--- src/rtl/instr_prefetch_pkg.sv ---
// Shared types and constants for the instruction prefetch queue.
package instr_prefetch_pkg;

  // Fetch control state.
  typedef enum logic [0:0] {
    RUN   = 1'b0,
    DRAIN = 1'b1
  } state_e;

  localparam int unsigned DEPTH_DEF = 4;   // default queue depth
  localparam int unsigned PC_INC    = 4;   // bytes per instruction word
  localparam int unsigned INSTR_W   = 32;  // instruction word width

endpackage

--- src/rtl/prefetch_fifo.sv ---
// Circular queue holding fetched {instr, pc} entries; flush empties it in one edge.
module prefetch_fifo #(
  parameter int unsigned DEPTH = 4,
  parameter int unsigned WIDTH = 96
) (
  input  logic                   clk,
  input  logic                   rst,
  input  logic                   push,
  input  logic [WIDTH-1:0]       wdata,
  input  logic                   pop,
  input  logic                   flush,
  output logic [WIDTH-1:0]       rdata,
  output logic [$clog2(DEPTH):0] count,
  output logic                   empty
);

  localparam int unsigned PTR_W = $clog2(DEPTH);
  localparam int unsigned CNT_W = PTR_W + 1;

  logic [WIDTH-1:0] mem_q [DEPTH];
  logic [WIDTH-1:0] mem_d [DEPTH];
  logic [PTR_W-1:0] wr_ptr_q, wr_ptr_d;
  logic [PTR_W-1:0] rd_ptr_q, rd_ptr_d;
  logic [CNT_W-1:0] count_q, count_d;
  logic             push_ok_c, pop_ok_c;

  // Flush dominates; pop is ignored on an empty queue.
  always_comb begin
    push_ok_c = push & ~flush;
    pop_ok_c  = pop & ~flush & (count_q != '0);
    mem_d     = mem_q;
    if (push_ok_c) mem_d[wr_ptr_q] = wdata;
    if (flush) begin
      wr_ptr_d = '0;
      rd_ptr_d = '0;
      count_d  = '0;
    end else begin
      wr_ptr_d = wr_ptr_q + PTR_W'(push_ok_c);
      rd_ptr_d = rd_ptr_q + PTR_W'(pop_ok_c);
      count_d  = count_q + CNT_W'(push_ok_c) - CNT_W'(pop_ok_c);
    end
  end

  // Pointer and occupancy registers.
  always_ff @(posedge clk) begin
    if (rst) begin
      wr_ptr_q <= '0;
      rd_ptr_q <= '0;
      count_q  <= '0;
    end else begin
      wr_ptr_q <= wr_ptr_d;
      rd_ptr_q <= rd_ptr_d;
      count_q  <= count_d;
    end
  end

  // Entry storage needs no reset: occupancy gates every read.
  always_ff @(posedge clk) begin
    mem_q <= mem_d;
  end

  assign rdata = mem_q[rd_ptr_q];
  assign count = count_q;
  assign empty = (count_q == '0);

endmodule

--- src/rtl/instr_prefetch.sv ---
// Single-outstanding instruction prefetcher feeding a small FIFO.
// Optional macro INSTR_PREFETCH_BYPASS_EN: ack data is presented to the
// consumer in the ack cycle when the queue is empty.
module instr_prefetch
  import instr_prefetch_pkg::*;
#(
  parameter int unsigned DEPTH = DEPTH_DEF,
  parameter int unsigned PC_W  = 64
) (
  input  logic               CLK,
  input  logic               Reset,
  input  logic [PC_W-1:0]    startPC,
  input  logic               redirect,
  input  logic [PC_W-1:0]    redirectPC,
  output logic               mem_req,
  output logic [PC_W-1:0]    mem_addr,
  input  logic               mem_ack,
  input  logic [INSTR_W-1:0] mem_rdata,
  output logic               instr_valid,
  output logic [INSTR_W-1:0] instr,
  output logic [PC_W-1:0]    instr_pc,
  input  logic               instr_ready
);

  localparam int unsigned CNT_W = $clog2(DEPTH) + 1;
  localparam int unsigned ENT_W = INSTR_W + PC_W;

  state_e            state_q, state_d;
  logic [PC_W-1:0]   fetch_pc_q, fetch_pc_d;
  logic [PC_W-1:0]   mem_addr_q, mem_addr_d;
  logic              mem_req_q, mem_req_d;

  logic              ack_c, bypass_c, push_c, pop_c, flush_c, fifo_empty_c;
  logic [CNT_W-1:0]  fifo_count_c;
  logic [ENT_W-1:0]  fifo_head_c;

  // An ack only counts while a request is actually outstanding.
  assign ack_c = mem_req_q & mem_ack & ~Reset;

`ifdef INSTR_PREFETCH_BYPASS_EN
  assign bypass_c = ack_c & (state_q == RUN) & ~redirect & fifo_empty_c;
`else
  assign bypass_c = 1'b0;
`endif

  assign pop_c = instr_ready & ~fifo_empty_c;

  // Next-state, request issue and queue control.
  always_comb begin
    state_d    = state_q;
    fetch_pc_d = fetch_pc_q;
    mem_req_d  = mem_req_q;
    mem_addr_d = mem_addr_q;
    push_c     = 1'b0;
    flush_c    = 1'b0;
    if (redirect) begin
      flush_c    = 1'b1;
      fetch_pc_d = redirectPC & ~PC_W'(3);
      if (ack_c) begin
        mem_req_d = 1'b0;
        state_d   = RUN;
      end else if (mem_req_q) begin
        state_d = DRAIN;
      end
    end else begin
      case (state_q)
        DRAIN: begin
          if (ack_c) begin
            mem_req_d = 1'b0;
            state_d   = RUN;
          end
        end
        default: begin
          if (ack_c) begin
            mem_req_d  = 1'b0;
            fetch_pc_d = fetch_pc_q + PC_W'(PC_INC);
            push_c     = ~(bypass_c & instr_ready);
          end else if (!mem_req_q && (fifo_count_c < CNT_W'(DEPTH))) begin
            mem_req_d  = 1'b1;
            mem_addr_d = fetch_pc_q;
          end
        end
      endcase
    end
  end

  // Control and request registers.
  always_ff @(posedge CLK) begin
    if (Reset) begin
      state_q    <= RUN;
      fetch_pc_q <= startPC;
      mem_req_q  <= 1'b0;
      mem_addr_q <= startPC;
    end else begin
      state_q    <= state_d;
      fetch_pc_q <= fetch_pc_d;
      mem_req_q  <= mem_req_d;
      mem_addr_q <= mem_addr_d;
    end
  end

  prefetch_fifo #(
    .DEPTH (DEPTH),
    .WIDTH (ENT_W)
  ) u_fifo (
    .clk   (CLK),
    .rst   (Reset),
    .push  (push_c),
    .wdata ({mem_rdata, mem_addr_q}),
    .pop   (pop_c),
    .flush (flush_c),
    .rdata (fifo_head_c),
    .count (fifo_count_c),
    .empty (fifo_empty_c)
  );

  assign mem_req     = mem_req_q;
  assign mem_addr    = mem_addr_q;
  assign instr_valid = ~fifo_empty_c | bypass_c;
  assign {instr, instr_pc} = fifo_empty_c ? {mem_rdata, mem_addr_q} : fifo_head_c;

endmodule

--- config.mk ---
export PLATFORM = sky130hd
export DESIGN_NAME = instr_prefetch
export DESIGN_NICKNAME = d
export VERILOG_FILES = /design/src/rtl/instr_prefetch_pkg.sv /design/src/rtl/prefetch_fifo.sv /design/src/rtl/instr_prefetch.sv
export SDC_FILE = /design/constraint.sdc
export NUM_CORES = 1
export LEC_CHECK = 0
export ABC_AREA = 1
export BUFFER_PORTS_ARGS = -buffer_cell sky130_fd_sc_hd__clkbuf_2
export CORE_MARGIN = 1
export CORE_UTILIZATION = 58
export CTS_CLUSTER_DIAMETER = 150
export CTS_CLUSTER_SIZE = 8
export DETAILED_ROUTE_END_ITERATION = 7
export MAX_ROUTING_LAYER = met4
export PLACE_DENSITY = 0.8
export SLEW_MARGIN = 20
export SYNTH_ARGS = -nofsm -noshare
export SYNTH_HDL_FRONTEND = slang
export SYNTH_HIERARCHICAL = 1
export SYNTH_SLANG_ARGS = --single-unit
export TNS_END_PERCENT = 50
--- constraint.sdc ---
create_clock -name CLK -period 11.6 [get_ports CLK]
set_input_delay 2.32 -clock CLK [delete_from_list [all_inputs] [get_ports CLK]]
set_output_delay 2.32 -clock CLK [all_outputs]
set_load 0.05 [all_outputs]
**Word level (Yosys, flattened, before mapping)**

Index checks and enable logic that the tools add are counted.

- $add $sub $neg: 5
- Order comparisons: 4
- Equal/unequal tests: 5
- Muxes and demuxes: 30
- Bitwise gates (word level): 11
- Reductions and logical operators: 11

Operators by type and width:

| cell | count |
|---|---|
| 2-to-1 mux 64 bit | 9 |
| bitwise mux 384 bit | 1 |
| 2-to-1 mux 96 bit | 4 |
| binary-select mux 96 bit (select 2 bit) | 1 |
| demux 96 bit (select 2 bit) | 1 |
| adder 64 x 3 -> 64 bit, second input constant | 1 |
| 2-to-1 mux 1 bit | 14 |
| bitwise AND 1 bit | 6 |
| greater-or-equal comparator 3 bit, second input constant | 2 |
| inequality test 2 bit, second input constant | 3 |
| NOT 2 -> 3 bit | 2 |
| nonzero test 3 bit | 2 |
| adder 2 x 1 -> 2 bit | 2 |
| AND reduction 4 bit | 1 |
| nonzero test 4 bit | 1 |
| adder 3 x 1 -> 3 bit | 1 |
| logical NOT 3 bit | 1 |
| < comparator 3 x 1 -> 1 bit, second input constant | 1 |
| < comparator 3 bit, second input constant | 1 |
| inequality test 3 x 1 -> 1 bit, second input constant | 1 |
| inequality test 3 bit, second input constant | 1 |
| NOT 1 bit | 3 |
| subtractor 3 x 1 -> 3 bit | 1 |
| logical AND 1 bit | 2 |
| 4 further kinds | 4 |

- Bits in registers: 521
- Bits of input ports: 165
- Output and inout bits: 162
- Word-level logic and storage cells: 77

**Depth between registers and ports, before layout**

Gate-level depths: netlist (run 1).

- Depth after elaboration: 8
- Mapped depth: 16

**Cells and area by module**

The synthesis (run 1) kept the hierarchy.

Modules (own cells, without submodules):

| module | instances | cells an instance | area each (µm²) | seq. area each (µm²) |
|---|---|---|---|---|
| prefetch_fifo | 1 | 981 | 14587.7 | 11671.2 |
| instr_prefetch | 1 | 1325 | 8991.1 | 3883.7 |

**Worst setup path after synthesis (run 1)**

OpenSTA, ideal clock, no wires.

- Kind: input port to flip-flop
- Start point: input Reset
- End point: register u_fifo/mem_q[100] (netlist name) (enable)
- Library setup time: 669 ps
- Arrival: 9758 ps
- Required time: 10931 ps
- Setup slack: 1172 ps
- Stages on the path: 7
- Path buffers: 2
- Cells stage by stage: buf_2 nor2_2 inv_1 clkbuf_1 nor3_1 nand2_1 nor3_1

- Word-level cells in the longest chain between the ends: 6

RTL lines:

| element | RTL line | RTL |
|---|---|---|
| from (decl) | instr_prefetch.sv:11 | `input logic Reset,` |
| NOT 1 bit | instr_prefetch.sv:38 | `assign ack_c = mem_req_q & mem_ack & ~Reset;` |
| bitwise AND 1 bit | instr_prefetch.sv:38 |  |
| 2-to-1 mux 1 bit | instr_prefetch.sv:74 | `if (ack_c) begin` |
| 2-to-1 mux 1 bit | instr_prefetch.sv:66 | `case (state_q)` |
| 2-to-1 mux 1 bit | instr_prefetch.sv:56 | `if (redirect) begin` |
| named net push_c | instr_prefetch.sv:33 | `logic ack_c, bypass_c, push_c, pop_c, flush_c, fifo_empty_c;` |
| bitwise AND 1 bit | prefetch_fifo.sv:29 | `push_ok_c = push & ~flush;` |
| to (signal assigned) | prefetch_fifo.sv:59 | `mem_q <= mem_d;` |
| to (decl) | prefetch_fifo.sv:20 | `logic [WIDTH-1:0] mem_q [DEPTH];` |

The timed path passes the listed nets, and every way through them passes these cells.
A chain may end at the register's enable or synchronous reset.

**Final worst setup path (run 1)**

- Start point: register u_fifo.rd_ptr_q[0]
- End point: output instr_pc[2]

- Word-level cells in the longest chain between the ends: 5

RTL lines:

| element | RTL line | RTL |
|---|---|---|
| from (decl) | prefetch_fifo.sv:23 | `logic [PTR_W-1:0] rd_ptr_q, rd_ptr_d;` |
| from (signal assigned) | prefetch_fifo.sv:52 | `rd_ptr_q <= rd_ptr_d;` |
| NOT 2 -> 3 bit (not written as such) | prefetch_fifo.sv:62 | `assign rdata = mem_q[rd_ptr_q];` |
| binary-select mux 96 bit (select 2 bit) | prefetch_fifo.sv:62 |  |
| 2-to-1 mux 96 bit (not written as such) (2 in a row) | prefetch_fifo.sv:62 |  |
| named net fifo_head_c[2] | instr_prefetch.sv:35 | `logic [ENT_W-1:0] fifo_head_c;` |
| 2-to-1 mux 96 bit | instr_prefetch.sv:120 | `assign {instr, instr_pc} = fifo_empty_c ? {mem_rdata, mem_addr_q} : fifo_head_c;` |
| to (decl) | instr_prefetch.sv:21 | `output logic [PC_W-1:0] instr_pc,` |

The timed path passes the listed nets, and every way through them passes these cells. The select of a mux whose other input is x is not followed.

==> results of run 1 <==
cells in the mapped netlist (14+ instances only):
library cell / count / area, sq um
buf_2: 20 / 100
nand2_1: 648 / 2430
nor2_1: 324 / 1220
o21ai_0: 185 / 926
buf_6: 15 / 169
edfxtp_1: 512 / 15400
nand4_1: 14 / 87.6
clkbuf_1: 59 / 221
inv_1: 104 / 390
nand3_1: 116 / 581
o22ai_1: 96 / 601
o21ai_1: 90 / 450
xor2_1: 16 / 140
metal layers:
metal	up-vias	routed length [um]
met4	0	2310
met2	1077	31200
met1	8780	26000
li1	8574	-
met5	-	0
met3	143	6410
worst min path at each step:
stage / startpoint / end / depth (start not counted)
2_1_floorplan: state_q / state_q / 2
3_3_place_gp: mem_req / mem_req / 2
3_5_place_dp: fetch_pc_q[0] / mem_addr[0] / 2
4_1_cts: mem_req / mem_req / 2
5_1_grt: mem_req / mem_req / 2
6_report: mem_req / mem_req / 2
area by class of cell:
cell class / instances / area, sq um / share of cell area (%)
Antenna cell: 2 / 5.00 / 0.0181
Clock buffer: 106 / 2040 / 7.37
Clock inverter: 6 / 67.6 / 0.245
Inverter: 110 / 422 / 1.53
Multi-Input combinational cell: 1558 / 7040 / 25.5
Sequential cell: 521 / 15600 / 56.4
Tap cell: 525 / 657 / 2.38
Timing Repair Buffer: 346 / 1830 / 6.61
worst min-delay path: stages (launching register included):
cell and delay (ns):
dfxtp_1 0.36, inv_1 0.07, a21oi_1 0.06
sequential cells by signal, summed over array words and instances (netlist names):
signal / flops
u_fifo/mem_q: 384
fetch_pc_q: 64
mem_addr: 64
u_fifo/count: 3
u_fifo/rd_ptr_q: 2
u_fifo/wr_ptr_q: 2
mem_req: 1
state_q: 1
metrics by stage:
step / utilization, % / worst slack [ns]
finish: 69.2 / 5.58
global route: 69.2 / 5.40
CTS: 69.0 / 5.38
detailed placement: 63.8 / 5.81
global placement: 63.8 / 5.94
floorplan: - / 1.17
cell usage in the layout, fill, tap and decap left out, drive strengths merged:
master,instances
ha,3
o211ai,11
o21ai,276
clkinv,6
a21oi,9
dfxtp,9
inv,110
nand4,14
clkbuf,429
fa,1
edfxtp,512
nand2,659
nor3,9
o21bai,5
nor2,339
or3,1
o22ai,96
nand3,117
buf,23
diode,2
xor2,16
xnor2,2
where the power goes:
group,total (W),internal [W],switching [W]
logic,0.000502,0.000113,0.000389
registers,0.00225,0.00216,0.0000831
clock network,0.00197,0.00120,0.000763
total,0.00471,0.00348,0.00124
logic make-up (layout without fill, tap and decap cells):
| logic type | count (synthesis) | in the layout | synth area share [%] |
|---|---|---|---|
| AO/OA/AOI/OAI | 397 | 397 | 9.12 |
| AND/OR/NAND/NOR | 1139 | 1139 | 19.6 |
| flip-flops | 521 | 521 | 66.0 |
| other | 0 | 2 | 0 |
| adder cells (fa/ha/maj) | 4 | 4 | 0.244 |
| buffers and inverters | 227 | 568 | 4.39 |
| XOR/XNOR | 18 | 18 | 0.669 |
==> flow_summary.json, run 1 <==
{
  "routed_wl_um": 66000,
  "crit_family": "buffers and inverters",
  "antenna_found_initial": 2,
  "critPathKind": "reg2out",
  "reg2reg_slack_ns": 8.51,
  "setup_viol": 0,
  "hold_buffers": 0,
  "synth_cell_types": 35,
  "cpMaxStageDelayCell": "buf_4",
  "critPathBufInv": 3,
  "htree_levels": 3,
  "r2r-start": "mem_req",
  "drc": 1,
  "place_congestion": 1.01,
  "clock.fmax_mhz": 166,
  "critPathMaxStageDelay_ns": 0.84,
  "grt_pass1_wl_um": 98100,
  "viasPerCell": 5.85,
  "crit_required_ns": 9.28,
  "worstMarginPinSlew_ns": 1.07,
  "cp-start-kind": "register",
  "initial_core_util_pct": 59.1,
  "holdWs_ns": 0.549,
  "num_vias": 18600,
  "num_rows": 73,
  "period_share_pct": 51.9,
  "ys_seq_elements": 521,
  "grt_start_max_net_pins": 113,
  "drive_above_1_share_pct": 17.9,
  "netlist_area_sq_um": 23600,
  "die_w_um": 204,
  "synth_cells": 2306,
  "overflow": 0,
  "fin_area_sq_um": 27600,
  "finalHoldViolations": 0,
  "synth_fp_nets": 2475,
  "ir_drop_mv": 0.103,
  "slew_headroom_pct": 28.8,
  "cts_inserted_buffers": 75,
  "path_cells": "inv_6 -> buf_4 -> o21ai_0 -> o22ai_1 -> nand2_1 -> nand2_1 -> clkbuf_2",
  "place_area_sq_um": 25500,
  "cp_num_cells": 7,
  "crit_path_end": "instr_pc[2]",
  "dr.pass1.iters": 8,
  "antenna_left": 0,
  "crit_path_start": "u_fifo/rd_ptr_q[0]",
  "power_w": 0.00471,
  "cpMostUsedCell": "nand2_1",
  "power.density_nw_per_um2": 171,
  "critPathMaxFanout": 110,
  "gr-usage-met3_pct": 5.29,
  "syn_to_final_growth_pct": 17.1,
  "die_area_sq_um": 41500,
  "syn_avg_cell_area_sq_um": 10.2,
  "ys.flop_type": "edfxtp_1",
  "cts_tree": "yes",
  "fp.dieH_um": 204,
  "end_kind": "output pin",
  "period_needed_ns": 6.02,
  "fin_skew_ns": 0.0235,
  "grt_usage_pct": 32.6,
  "violations": "design-rule violations",
  "grt_busiest_layer": "met2",
  "final_cells": 3174,
  "dp_hpwl_um": 42200,
  "leakagePower_nw": 10.9,
  "cts_setup_buffers": 0,
  "fin_tns_setup_ns": 0,
  "outcome": "complete, but fails checks",
  "ys_warn_count": 6,
  "reg2reg_depth": 6,
  "wl_per_cell_um": 20.8,
  "slew_viol_final": 0,
  "ys_async_sr_fraction_pct": 0,
  "port_buffers": 324,
  "clkSinkCount": 521,
  "rsz0062_at_grt": "false",
  "clk_pin_slew_worst_paths_ns": 0.05,
  "io_pins": 327,
  "grt_pass1_vias": 17600,
  "synth_edf_count": 512,
  "grt_use_met1_pct": 43.5,
  "clock_path_buffers": 3,
  "fill_cells": 2888,
  "coreArea_sq_um": 39900,
  "fin_nets": 2781,
  "cts_resized": 0,
  "worst_ep_arrival_time_ns": 3.70,
  "clock-root-buffer": "clkbuf_16",
  "hp-class": "reg2reg",
  "synth-seq-area-share_pct": 66.0,
  "reg2reg_to": "u_fifo/mem_q[379]",
  "clk-insertion-delay-late_ns": 0.60,
  "place_inst": 3058,
  "drtIter0Drc": 2089,
  "drv_cap": 0,
  "met2_usage_pct": 50.1
}
Power figures use the tool's default switching activity.
==> inputs of run 2 (changes only) <==
--- a/config.mk
+++ b/config.mk
@@ -5,10 +5,10 @@
 export SDC_FILE = /design/constraint.sdc
 export NUM_CORES = 1
 export LEC_CHECK = 0
-export ABC_AREA = 1
+export ABC_AREA = 0
 export BUFFER_PORTS_ARGS = -buffer_cell sky130_fd_sc_hd__clkbuf_2
 export CORE_MARGIN = 1
-export CORE_UTILIZATION = 58
+export CORE_UTILIZATION = 57
 export CTS_CLUSTER_DIAMETER = 150
 export CTS_CLUSTER_SIZE = 8
 export DETAILED_ROUTE_END_ITERATION = 7
==> constraint.sdc (replaced) <==
create_clock -name CLK -period 5.7 [get_ports CLK]
set_input_delay 1.14 -clock CLK [delete_from_list [all_inputs] [get_ports CLK]]
set_output_delay 1.14 -clock CLK [all_outputs]
set_load 0.05 [all_outputs]
==> run 2 against run 1 <==
- the run now ends clean
- utilization down 0.30 points
- global-route usage decreased by 5.0 points
- wire length down 20%
- clock skew grew 0.0065 ns
- setup slack worse by 4.2 ns
==> flow_summary.json, run 2 <==
{
  "fin_nets": 1792,
  "r2r-start": "u_fifo/count[1]",
  "port_buffers": 324,
  "holdWs_ns": 0.534,
  "cts_setup_buffers": 0,
  "largest_register_ffs": 384,
  "drive_above_1_share_pct": 41.2,
  "clk-insertion-delay-late_ns": 0.59,
  "grt_start_max_net_pins": 100,
  "slew_headroom_pct": 28.7,
  "antenna_found_initial": 8,
  "critPathMaxStageDelay_ns": 0.84,
  "dp_hpwl_um": 31800,
  "period_needed_ns": 4.32,
  "overflow": 0,
  "leakagePower_nw": 9.39,
  "dr.pass1.iters": 5,
  "multiInputGateArea_sq_um": 6440,
  "whs_path_depth": 1,
  "synth_fp_nets": 1444,
  "ys_async_sr_fraction_pct": 0,
  "grt_pass1_vias": 13300,
  "routed.top_layer": "met4",
  "largest_register": "u_fifo/mem_q",
  "grt_pass1_wl_um": 80000,
  "routed_wl_um": 52800,
  "hp-class": "reg2reg",
  "finalHoldViolations": 0,
  "fill_cells": 2557,
  "reg2reg_to": "u_fifo/count[2]",
  "synth_cell_types": 55,
  "fin_area_sq_um": 26700,
  "place_area_sq_um": 24600,
  "path_cells": "buf_4 -> mux4_2 -> mux2_2 -> clkbuf_2",
  "num_rows": 72,
  "cp-start-kind": "register",
  "cpMaxStageDelayCell": "dfxtp_4",
  "worst_ep_arrival_time_ns": 3.18,
  "drv_cap": 0,
  "ys.flop_type": "edfxtp_1",
  "min_to": "mem_addr[1]",
  "worstMarginPinSlew_ns": 1.07,
  "period_share_pct": 75.9,
  "mostFrequentLayoutCell": "edfxtp_1",
  "outcome": "complete, no violations",
  "synth.largest_area_cell": "edfxtp_1",
  "critPathBufInv": 2,
  "antenna_left": 0,
  "clock_path_buffers": 3,
  "yosysMostFrequentCell": "edfxtp_1",
  "wl_per_cell_um": 24.3,
  "ys_warn_count": 6,
  "final-seq-area_sq_um": 15600,
  "critPathMaxFanout": 35,
  "power.density_nw_per_um2": 354,
  "final_cell_mix": "edfxtp_1, clkbuf_2, mux2_2",
  "setup_viol": 0,
  "hold_path_startpoint": "fetch_pc_q[1]",
  "fin_skew_ns": 0.0300,
  "cts_resized": 0,
  "htree_levels": 3,
  "netlist.area_leader.share_pct": 68.6,
  "cts_inserted_buffers": 75,
  "place_congestion": 0.866,
  "drc": 0,
  "num_vias": 13100,
  "crit_required_ns": 4.56,
  "end_kind": "output pin",
  "slew_viol_final": 0,
  "clkSinkCount": 521,
  "ir_drop_mv": 0.333,
  "viasPerCell": 6.04,
  "clock.fmax_mhz": 231,
  "hold_buffers": 0,
  "die_area_sq_um": 40100,
  "drtIter0Drc": 971,
  "ys_top_cells_by_count": "edfxtp_1, mux2_2, mux4_2",
  "synthTopCellsByArea": "edfxtp_1, mux4_2, mux2_2, o21ai_0, xnor2_1",
  "clk_pin_slew_worst_paths_ns": 0.06,
  "synth-seq-area-share_pct": 69.4,
  "rsz0062_at_grt": "false",
  "grt_usage_pct": 27.5,
  "netlist_area_sq_um": 22400,
  "die_w_um": 200,
  "fp.dieH_um": 200,
  "reg2reg_slack_ns": 2.66,
  "ys_seq_elements": 521,
  "synth_cells": 1275,
  "cts_tree": "yes",
  "initial_core_util_pct": 57.9,
  "met1_length_um": 21800,
  "coreArea_sq_um": 38700,
  "syn_to_final_growth_pct": 19.0,
  "syn_avg_cell_area_sq_um": 17.6,
  "reg2reg_depth": 9,
  "crit_family": "multiplexers",
  "route.met3.wl_um": 3890,
  "dr_wl_met2_um": 25800,
  "cp_num_cells": 4,
  "io_pins": 327,
  "clock-root-buffer": "clkbuf_16",
  "critPathKind": "reg2out",
  "synth_edf_count": 512
}
-- run 2: cell types whose count changed after synthesis, moves of 90 or more --
cell	before	now
nand2_1	648	49
o21ai_0	185	78
mux4_2	0	96
nand3_1	116	26
o22ai_1	96	0
nor2_1	324	29
mux2_2	0	133
-- run 2: kinds of logic after synthesis --
logic type | Yosys count | share of synthesized area (%)
compound gates | 146 | 3.81
xor+xnor | 57 | 2.29
fa+ha+maj | 4 | 0.257
buf+inv | 107 | 2.22
flops | 521 | 69.4
mux | 245 | 17.0
simple gates | 195 | 5.01
-- run 2: how the worst max path moves through the flow --
stage | startpoint | end | slack (ns)
floorplan | redirect | u_fifo/mem_q[288] | -0.98
global placement | Reset | u_fifo/mem_q[10] | 1.70
detailed placement | Reset | u_fifo/mem_q[230] | 1.65
CTS | u_fifo/rd_ptr_q[0] | instr_pc[38] | 1.24
global route | u_fifo/rd_ptr_q[0] | instr_pc[38] | 1.13
finish | u_fifo/rd_ptr_q[0] | instr_pc[38] | 1.38
-- run 2: area by class of cell --
cell class	instances	share of cell area, %
Multi-Input combinational cell	647	24.1
Clock inverter	6	0.281
Tap cell	518	2.43
Timing Repair Buffer	343	6.82
Antenna cell	8	0.0750
Inverter	35	0.492
Sequential cell	521	58.3
Clock buffer	97	7.42
-- run 2: layer usage --
metal / track usage (%) / vias up
met5: - / -
met4: 10.7 / 0
met3: 5.01 / 94
met2: 42.2 / 602
met1: 37.1 / 6659
li1: - / 5786
-- run 2: power breakdown --
| group | switching (W) | total, W | internal [W] |
|---|---|---|---|
| clock | 0.00151 | 0.00390 | 0.00240 |
| sequential | 0.000162 | 0.00457 | 0.00440 |
| combinational | 0.000701 | 0.000967 | 0.000266 |
-- run 2: through the flow --
step,power (W),std cells,worst slack [ns],util [%],setup TNS (ns)
final,0.00944,2175,1.38,68.9,0
after global routing,0.00972,2175,1.13,68.9,0
after CTS,0.00951,2167,1.24,68.8,0
after detailed placement,0.00560,2064,1.65,63.5,0
after global placement,0.00557,2064,1.70,63.5,0
after floorplan,0.00527,1275,-0.979,-,-94.01
==> inputs of run 3 (changes only) <==
--- a/config.mk
+++ b/config.mk
@@ -8,12 +8,12 @@
 export ABC_AREA = 0
 export BUFFER_PORTS_ARGS = -buffer_cell sky130_fd_sc_hd__clkbuf_2
 export CORE_MARGIN = 1
-export CORE_UTILIZATION = 57
+export CORE_UTILIZATION = 52
 export CTS_CLUSTER_DIAMETER = 150
 export CTS_CLUSTER_SIZE = 8
 export DETAILED_ROUTE_END_ITERATION = 7
 export MAX_ROUTING_LAYER = met4
-export PLACE_DENSITY = 0.8
+export PLACE_DENSITY = 0.77
 export SLEW_MARGIN = 20
 export SYNTH_ARGS = -nofsm -noshare
 export SYNTH_HDL_FRONTEND = slang
==> constraint.sdc (replaced) <==
create_clock -name CLK -period 3.5 [get_ports CLK]
set_input_delay 0.7 -clock CLK [delete_from_list [all_inputs] [get_ports CLK]]
set_output_delay 0.7 -clock CLK [all_outputs]
set_load 0.05 [all_outputs]
==> run 3 against run 2 <==
- die area increased by 9.5%
- sequential cell count did not move
- first-iteration DRC count grew 2.2%
- non-clock buffer count grew 9
- final cell count up 1.3%
- clock power grew 64%
- via count shrank 1.3%
- wire length down 0.31%
- sequential power rose by 63%
- utilization decreased by 5.2 points
- largest power group unchanged
==> flow_summary.json, run 3 (synthesis results as in run 2) <==
{
  "cp-start-kind": "register",
  "min_to": "state_q",
  "rsz0062_at_grt": "false",
  "end_kind": "output pin",
  "reg2reg_slack_ns": 0.69,
  "fin_util_pct": 63.7,
  "whs_path_depth": 2,
  "hold_buffers": 0,
  "fin_nets": 1801,
  "critPathBufInv": 2,
  "grt_pass1_vias": 13300,
  "pre_cts_slack_ns": 0.596,
  "path_cells": "buf_12 -> mux4_2 -> mux2_2 -> clkbuf_2",
  "num_rows": 75,
  "crit_family": "multiplexers",
  "drive_above_1_share_pct": 41.8,
  "slew_headroom_pct": 36.1,
  "cts_tree": "yes",
  "drtIter0Drc": 992,
  "place_congestion": 0.826,
  "critPathMaxFanout": 55,
  "largest_register_ffs": 384,
  "worst_ep_arrival_time_ns": 2.54,
  "grt_start_max_net_pins": 97,
  "outcome": "complete, no violations",
  "viasPerCell": 5.89,
  "cts_inserted_buffers": 75,
  "clk-insertion-delay-late_ns": 0.59,
  "reg2reg_depth": 7,
  "wl_per_cell_um": 23.9,
  "worstMarginPinSlew_ns": 0.958,
  "die_w_um": 210,
  "initial_core_util_pct": 53.1,
  "grt_pass1_wl_um": 79200,
  "port_buffers": 324,
  "clk_pin_slew_worst_paths_ns": 0.05,
  "cts_resized": 0,
  "cpMaxStageDelayCell": "mux4_2",
  "syn_to_final_growth_pct": 19.9,
  "dp_hpwl_um": 32400,
  "coreArea_sq_um": 42200,
  "ir_drop_mv": 0.393,
  "dr.pass1.iters": 5,
  "drv_cap": 0,
  "clock-root-buffer": "clkbuf_16",
  "clock.fmax_mhz": 308,
  "routed_wl_um": 52700,
  "cts_setup_buffers": 0,
  "worst_slack_ns": 0.255,
  "drc": 0,
  "period_share_pct": 92.7,
  "overflow": 0,
  "num_vias": 13000,
  "die_area_sq_um": 43900,
  "grt_usage_pct": 25.0,
  "leakagePower_nw": 9.48,
  "period_needed_ns": 3.24,
  "slew_viol_final": 0,
  "power.density_nw_per_um2": 573,
  "critPathKind": "reg2out",
  "mostFrequentLayoutCell": "edfxtp_1",
  "setup_viol": 0,
  "finalHoldViolations": 0,
  "largest_register": "u_fifo/mem_q",
  "hold_path_startpoint": "mem_ack",
  "io_pins": 327,
  "critPathMaxStageDelay_ns": 0.58,
  "fin_skew_ns": 0.0170,
  "clock_path_buffers": 3,
  "fp.dieH_um": 210,
  "final_cell_mix": "edfxtp_1, clkbuf_2, mux2_2",
  "r2r-start": "fetch_pc_q[2]",
  "antenna_left": 0,
  "hp-class": "in2reg",
  "crit_required_ns": 2.80,
  "clkSinkCount": 521,
  "antenna_found_initial": 10,
  "htree_levels": 3,
  "reg2reg_to": "fetch_pc_q[56]"
}
==> run 3: cell count changes in the layout (fill, tap and decap cells not counted), moves of 2 or more <==
cell / before / now
buf_12: 4 / 11
buf_4: 15 / 17
clkbuf_1: 21 / 14
diode_2: 8 / 12
==> run 3: layout make-up <==
type / instances / area (sq um)
antenna: 12 / 30.0
clock buffer: 91 / 1980
clock inverter: 6 / 67.6
fill: 2994 / 15300
inverter: 35 / 131
multi-input combinational: 647 / 6460
sequential: 521 / 15600
tap: 539 / 674
timing repair buffer: 352 / 1980
==> run 3: worst register-to-register path, stage by stage, from the launching register on <==
cell and delay (ns):
edfxtp_1 0.41, ha_1 0.24, nand3_1 0.20, nor3_1 0.47, nand4_1 0.54, nor4_2 0.41, xnor2_1 0.18, o21ai_1 0.08
==> run 3: through the flow <==
step	area, sq um	instances	setup TNS, ns	total power (W)	hold slack (ns)
5_1_grt	26900	2201	0	0.0158	0.335
3_3_place_gp	24800	2094	0	0.00909	0.530
2_1_floorplan	22500	1275	-419.95	0.00859	0.525
4_1_cts	26900	2191	0	0.0156	0.313
3_5_place_dp	24800	2094	0	0.00912	0.536
6_report	26900	2203	0	0.0154	0.351
==> run 3: worst max path at each step <==
stage	startpoint	endpoint	slack (ns)	depth (start not counted)
final	u_fifo/rd_ptr_q[0]	instr_pc[37]	0.26	4
after global routing	u_fifo/rd_ptr_q[0]	instr_pc[37]	0.12	4
after CTS	u_fifo/rd_ptr_q[0]	instr_pc[37]	0.18	4
after detailed placement	Reset	fetch_pc_q[9]	0.60	5
after global placement	Reset	fetch_pc_q[52]	0.63	5
after floorplan	Reset	u_fifo/mem_q[100]	-1.04	7
==> run 3: routing by layer <==
metal	GRT usage (%)	routed length, um
met4	9.14	1350
met3	5.18	3920
met2	38.2	25300
met5	-	0
met1	33.4	22200
==> run 3: where the power goes <==
part / switching [W] / internal [W]
logic: 0.00114 / 0.000445
clock network: 0.00247 / 0.00392
registers: 0.000261 / 0.00717
total: 0.00387 / 0.0115
